### config.mk
export PLATFORM = sky130hd
export DESIGN_NAME = aes_round_ctrl_flat
export DESIGN_NICKNAME = d
export VERILOG_FILES = /design/src/rtl/aes_round_ctrl_if.sv /design/src/rtl/aes_round_ctrl.sv /design/src/flat_wrapper.sv
export SDC_FILE = /design/constraint.sdc
export NUM_CORES = 1
export LEC_CHECK = 0
export ABC_AREA = 1
export BUFFER_PORTS_ARGS = -buffer_cell sky130_fd_sc_hd__buf_2
export CAP_MARGIN = 20
export CORE_AREA = 2 2 257 259
export DETAILED_ROUTE_END_ITERATION = 6
export DIE_AREA = 0 0 259 261
export PLACE_DENSITY = 0.52
export RECOVER_POWER = 25
export SETUP_SLACK_MARGIN = 0.05
export SLEW_MARGIN = 30
export SYNTH_ARGS = -nofsm -noshare
export SYNTH_HDL_FRONTEND = slang
export SYNTH_SLANG_ARGS = --single-unit
export TNS_END_PERCENT = 50
### constraint.sdc
create_clock -name clk -period 27.3 [get_ports clk]
set_clock_uncertainty 0.2 [all_clocks]
set_input_delay 4.095 -clock clk [delete_from_list [all_inputs] [get_ports clk]]
set_output_delay 4.095 -clock clk [all_outputs]
set_load 0.02 [all_outputs]
### src/rtl/aes_round_ctrl_if.sv
// aes_round_ctrl_if: block start/result, round-key fetch and round-function signals of the AES round sequencer
interface aes_round_ctrl_if;
  logic         start;
  logic [127:0] data_in;
  logic         busy;
  logic         done;
  logic [127:0] data_out;
  logic         key_req;
  logic [3:0]   key_round;
  logic         key_ack;
  logic [127:0] round_key;
  logic [127:0] rf_in;
  logic         rf_last;
  logic [127:0] rf_out;
  modport master (
    input  start, data_in, key_ack, round_key, rf_out,
    output busy, done, data_out, key_req, key_round, rf_in, rf_last
  );
  modport slave (
    output start, data_in, key_ack, round_key, rf_out,
    input  busy, done, data_out, key_req, key_round, rf_in, rf_last
  );
endinterface

### src/rtl/aes_round_ctrl.sv
// aes_round_ctrl: iterative AES round sequencer; fetches one round key per round and applies AddRoundKey
module aes_round_ctrl #(
  parameter int NK = 4
) (
  input logic clk,
  input logic reset,
  aes_round_ctrl_if.master bus
);
  localparam logic [3:0] NR = 4'(NK + 6);
  typedef enum logic [1:0] {IDLE, KEY, DONE} fsm_t;
  fsm_t fsm, fsm_nx;
  logic [127:0] state, state_nx, data_out, data_out_nx, result;
  logic [3:0] round, round_nx;
  // round 0 is the initial AddRoundKey on the raw state
  assign result = (round == 4'd0 ? state : bus.rf_out) ^ bus.round_key;
  always_ff @(posedge clk or posedge reset) begin
    if (reset) begin
      fsm      <= IDLE;
      state    <= '0;
      data_out <= '0;
      round    <= '0;
    end else begin
      fsm      <= fsm_nx;
      state    <= state_nx;
      data_out <= data_out_nx;
      round    <= round_nx;
    end
  end
  always_comb begin
    fsm_nx      = fsm;
    state_nx    = state;
    data_out_nx = data_out;
    round_nx    = round;
    case (fsm)
      IDLE, DONE: begin
        fsm_nx = bus.start ? KEY : IDLE;
        if (bus.start) begin
          state_nx = bus.data_in;
          round_nx = '0;
        end
      end
      KEY: if (bus.key_ack) begin
        state_nx = result;
        if (round == NR) begin
          data_out_nx = result;
          fsm_nx      = DONE;
        end else begin
          round_nx = round + 4'd1;
        end
      end
      default: fsm_nx = IDLE;
    endcase
  end
  assign bus.busy      = fsm == KEY;
  assign bus.key_req   = fsm == KEY;
  assign bus.done      = fsm == DONE;
  assign bus.data_out  = data_out;
  assign bus.key_round = round;
  assign bus.rf_in     = state;
  assign bus.rf_last   = round == NR;
endmodule

### src/flat_wrapper.sv
// flat-port wrapper written by rule: the top's interface ports become plain ports
module aes_round_ctrl_flat 
#(
  parameter int NK = 4
)
  (clk, reset, bus_start, bus_data_in, bus_key_ack, bus_round_key, bus_rf_out, bus_busy, bus_done, bus_data_out, bus_key_req, bus_key_round, bus_rf_in, bus_rf_last);
  aes_round_ctrl_if bus_i ();
  input logic clk;
  input logic reset;
  input wire logic [$bits(bus_i.start)-1:0] bus_start;
  input wire logic [$bits(bus_i.data_in)-1:0] bus_data_in;
  input wire logic [$bits(bus_i.key_ack)-1:0] bus_key_ack;
  input wire logic [$bits(bus_i.round_key)-1:0] bus_round_key;
  input wire logic [$bits(bus_i.rf_out)-1:0] bus_rf_out;
  output wire logic [$bits(bus_i.busy)-1:0] bus_busy;
  output wire logic [$bits(bus_i.done)-1:0] bus_done;
  output wire logic [$bits(bus_i.data_out)-1:0] bus_data_out;
  output wire logic [$bits(bus_i.key_req)-1:0] bus_key_req;
  output wire logic [$bits(bus_i.key_round)-1:0] bus_key_round;
  output wire logic [$bits(bus_i.rf_in)-1:0] bus_rf_in;
  output wire logic [$bits(bus_i.rf_last)-1:0] bus_rf_last;
  assign bus_i.start = bus_start;
  assign bus_i.data_in = bus_data_in;
  assign bus_i.key_ack = bus_key_ack;
  assign bus_i.round_key = bus_round_key;
  assign bus_i.rf_out = bus_rf_out;
  assign bus_busy = bus_i.busy;
  assign bus_done = bus_i.done;
  assign bus_data_out = bus_i.data_out;
  assign bus_key_req = bus_i.key_req;
  assign bus_key_round = bus_i.key_round;
  assign bus_rf_in = bus_i.rf_in;
  assign bus_rf_last = bus_i.rf_last;
  aes_round_ctrl #(.NK(NK)) u_core (.clk(clk), .reset(reset), .bus(bus_i));
endmodule
==> summary.txt <==
Fin. Hold Viols = 0
Layout Nets = 3,580
Die W = 259 um
Top-count cell post-synth = nand3_1
Crit-path max FO = 88
Crit path capture = u_core.bus.rf_in[0]$_DFFE_PP0P_
Initial DRC Count = 1,412
Num CTS Buffers = 34
Final setup margin = 17.98 ns
Avg Cell Area, Syn = 6.417 um2
Worst r2r path cells = 11
Status = finished with violations
Clk slew on worst S/H paths = 0.06 ns
Post-Synth XOR/XNOR Area = 0.05148%
CP max-delay cell = clkinvlp_2
I/O pins = 652
Site Rows = 94
Vias/cell = 4.667
Synthesized area = 0.01701 mm2
All-layer global routing usage = 20.06%
Worst hold stages = 2
Antenna Nets Post-Route = 0
Vias in the first global route = 17,919
Post-synthesis adder-cell area fraction = 0.2206%
Max clock buf depth = 3
Initial Utilization = 26.16%
Tcrit/Tclk final = 34.13%
Core area = 0.06504 mm2
Share of flip-flops with an asynchronous set or reset after synthesis = 100.0%
Root Buffer = clkbuf_16
CTS tree = yes
Critical path type = primary input to async pin
Failing checks = capacitance limit, slew limit
Sequential fraction of the synthesis area = 38.54%
Crit. End Element = async pin
Sw frac = 51.13%
Mapped Cells = 2,651
Sw power = 0.001346 W
Distinct cells, synth = 17
Post-CTS Resized = 0
FF-to-FF End = u_core.bus.data_out[75]$_DFFE_PP0P_
Crit path launch = reset
Clock power share = 18.0%
DIE HEIGHT = 261 um
EDFF count, synth = 0
CTS Hold Bufs = 0
CTS sink count = 262
Worst-margin pin slew = 4.228 ns
Main combinational cell family by area after synthesis = simple AND/OR/NAND/NOR gates
Pint = 0.001287 W
Final Total Pwr = 0.002633 W
Yosys top cell area share = 38.54%
Final Util = 33.71%
Count of buffers from port buffering = 651
Initial antenna violation count = 28
CP Cell Sequence = buf_2 -> clkinvlp_2 -> clkbuf_1 -> buf_4
Largest net degree at the start of global routing = 189
Slew headroom = -183.4%
# Post-CTS Setup Buffers = 0
Levels on crit path = 4
Peak Freq = 107.3 MHz
Total die area = 0.06760 mm2
Sequential Power Share = 28.2%
Crit-path max cell delay = 2.31 ns
Layout cells sized above 1 = 21.00%
DR WL/cell = 17.32 um
DPL Wire Length = 49,240 um
Synth warnings = 0
Vias = 19,090
Synth cell count leaders = nand3_1, nand2_1, inv_1
Top delay family on crit path = buffers and inverters
Top cells by area, synth = dfrtp_1, nand3_1, nand2_1, inv_1, o21ai_0
CP required = 27.65 ns
Post-synthesis mux area share = 0%
Slew Viols, Final = 224
Gpl congestion = 0.8812
Pre-CTS setup slack = 20.49 ns
Reg2reg setup slack = 21.88 ns
VDD IR-drop max = 0.1006 mV
Syn Nets = 3,042
First-pass DRT Iterations = 7
Drt total wl = 70,820 um
Area growth syn-to-layout = 28.86%
Post-Synth Simple-Gate Area = 41.13%
Minimum clock period = 9.317 ns
Reg2Reg Launch Point = u_core.bus.key_round[0]$_DFFE_PP0P_
H-tree depth = 2
Post-synthesis register bit count = 262
Buf/Inv on CP = 4
Final setup fails = 0
PwrDens = 120.1 mW/mm2
RSZ-0062 raised after global routing = no
DRC viols = 0
First-pass GRT wire length = 105,800 um
Setup TNS = 0 ns
Prevailing post-synth register cell = dfrtp_1
Leakage = 12.42 nW
Worst Path Arrival = 9.66 ns
Startpoint type of the worst setup path = primary input
Maximum capacitance violations = 4
Cell taking the most area after synthesis = dfrtp_1
Grt ovf = 0
Combinational share of power = 53.8%
Hold crit path type = register to register
Clk_lat worst skew = 0.53 ns
Complex-gate fraction of the synthesized area = 3.913%
==> worst reg2reg max path, stage by stage, from the launching register on <==
cell	delay [ns]
dfrtp_1	0.45
inv_1	0.18
ha_1	0.17
nand2_1	0.06
nor2_2	0.13
nand2_1	0.14
nor2_4	0.10
clkbuf_1	1.98
inv_4	0.90
buf_4	0.65
nand2_1	0.26
nand2_1	0.07
==> layout make-up <==
type | count | area [um2]
clock buffer | 49 | 1051
multi-input combinational | 1696 | 7745
tap | 864 | 1081
sequential | 262 | 6556
fill | 7299 | 43120
timing repair buffer | 672 | 3358
inverter | 523 | 1972
clock inverter | 8 | 118.9
antenna | 16 | 40.04
==> sequential cells by signal, summed over array words and instances, names as in the netlist <==
register	flops
u_core.bus.data_out	128
u_core.bus.rf_in	128
u_core.bus.key_round	4
u_core.fsm	2
==> placed cells by master (no fill, tap or decap) <==
master | netlist | routed
a21oi_1 | 1 | 1
buf_12 | 0 | 2
buf_2 | 104 | 591
buf_4 | 4 | 17
bufinv_16 | 0 | 3
clkbuf_1 | 59 | 66
clkbuf_16 | 0 | 37
clkbuf_8 | 0 | 8
clkinv_2 | 0 | 4
clkinv_4 | 0 | 1
clkinvlp_2 | 0 | 1
dfrtp_1 | 262 | 262
diode_2 | 0 | 16
ha_1 | 3 | 2
ha_4 | 0 | 1
inv_1 | 521 | 519
inv_4 | 0 | 3
nand2_1 | 652 | 650
nand2_4 | 0 | 2
nand3_1 | 900 | 900
nand4_1 | 1 | 1
nor2_1 | 3 | 2
nor2_2 | 1 | 1
nor2_4 | 2 | 3
o21ai_0 | 132 | 132
xor2_1 | 1 | 1
==> power by group through the flow <==
stage	logic (W)	registers [W]	clock network, W
6_report	0.00142	0.000744	0.000474
5_1_grt	0.00157	0.000768	0.000505
4_1_cts	0.00144	0.000741	0.000489
3_5_place_dp	0.00144	0.000740	0
3_3_place_gp	0.00143	0.000748	0
2_1_floorplan	0.000718	0.000954	0
==> metrics by stage <==
step | area, um2 | hold slack [ns] | cells
floorplan | 17010 | 0.3478 | 2651
global placement | 20800 | 0.2578 | 4017
detailed placement | 20800 | 0.2598 | 4017
CTS | 21970 | 0.2760 | 4074
global route | 21900 | 0.2908 | 4083
finish | 21920 | 0.2740 | 4090
==> routing by layer <==
metal | global-route usage [%] | part of all wire (%) | wire length [um]
met5 | 0 | 0.18 | 126
met4 | 7.531 | 3.3 | 2335
met3 | 6.446 | 9.1 | 6461
met2 | 33.14 | 47 | 33150
met1 | 24.37 | 41 | 28750
==> cell families after synthesis <==
kind of cell,count (synthesis)
and+or+nand+nor,1559
buffers and inverters,693
DFF,262
AOI/OAI and AO/OA,133
adders and majority gates,3
xor gates and xnor gates,1
==> worst min path at each step <==
stage | start | end | slack, ns
floorplan | u_core.fsm[0]$_DFFE_PP0P_ | u_core.fsm[0]$_DFFE_PP0P_ | 0.35
global placement | u_core.bus.data_out[88]$_DFFE_PP0P_ | u_core.bus.data_out[88]$_DFFE_PP0P_ | 0.26
detailed placement | u_core.bus.data_out[38]$_DFFE_PP0P_ | u_core.bus.data_out[38]$_DFFE_PP0P_ | 0.26
CTS | u_core.bus.data_out[38]$_DFFE_PP0P_ | u_core.bus.data_out[38]$_DFFE_PP0P_ | 0.28
global route | u_core.bus.data_out[37]$_DFFE_PP0P_ | u_core.bus.data_out[37]$_DFFE_PP0P_ | 0.29
finish | u_core.bus.data_out[18]$_DFFE_PP0P_ | u_core.bus.data_out[18]$_DFFE_PP0P_ | 0.27
Power figures use the tool's default switching activity.
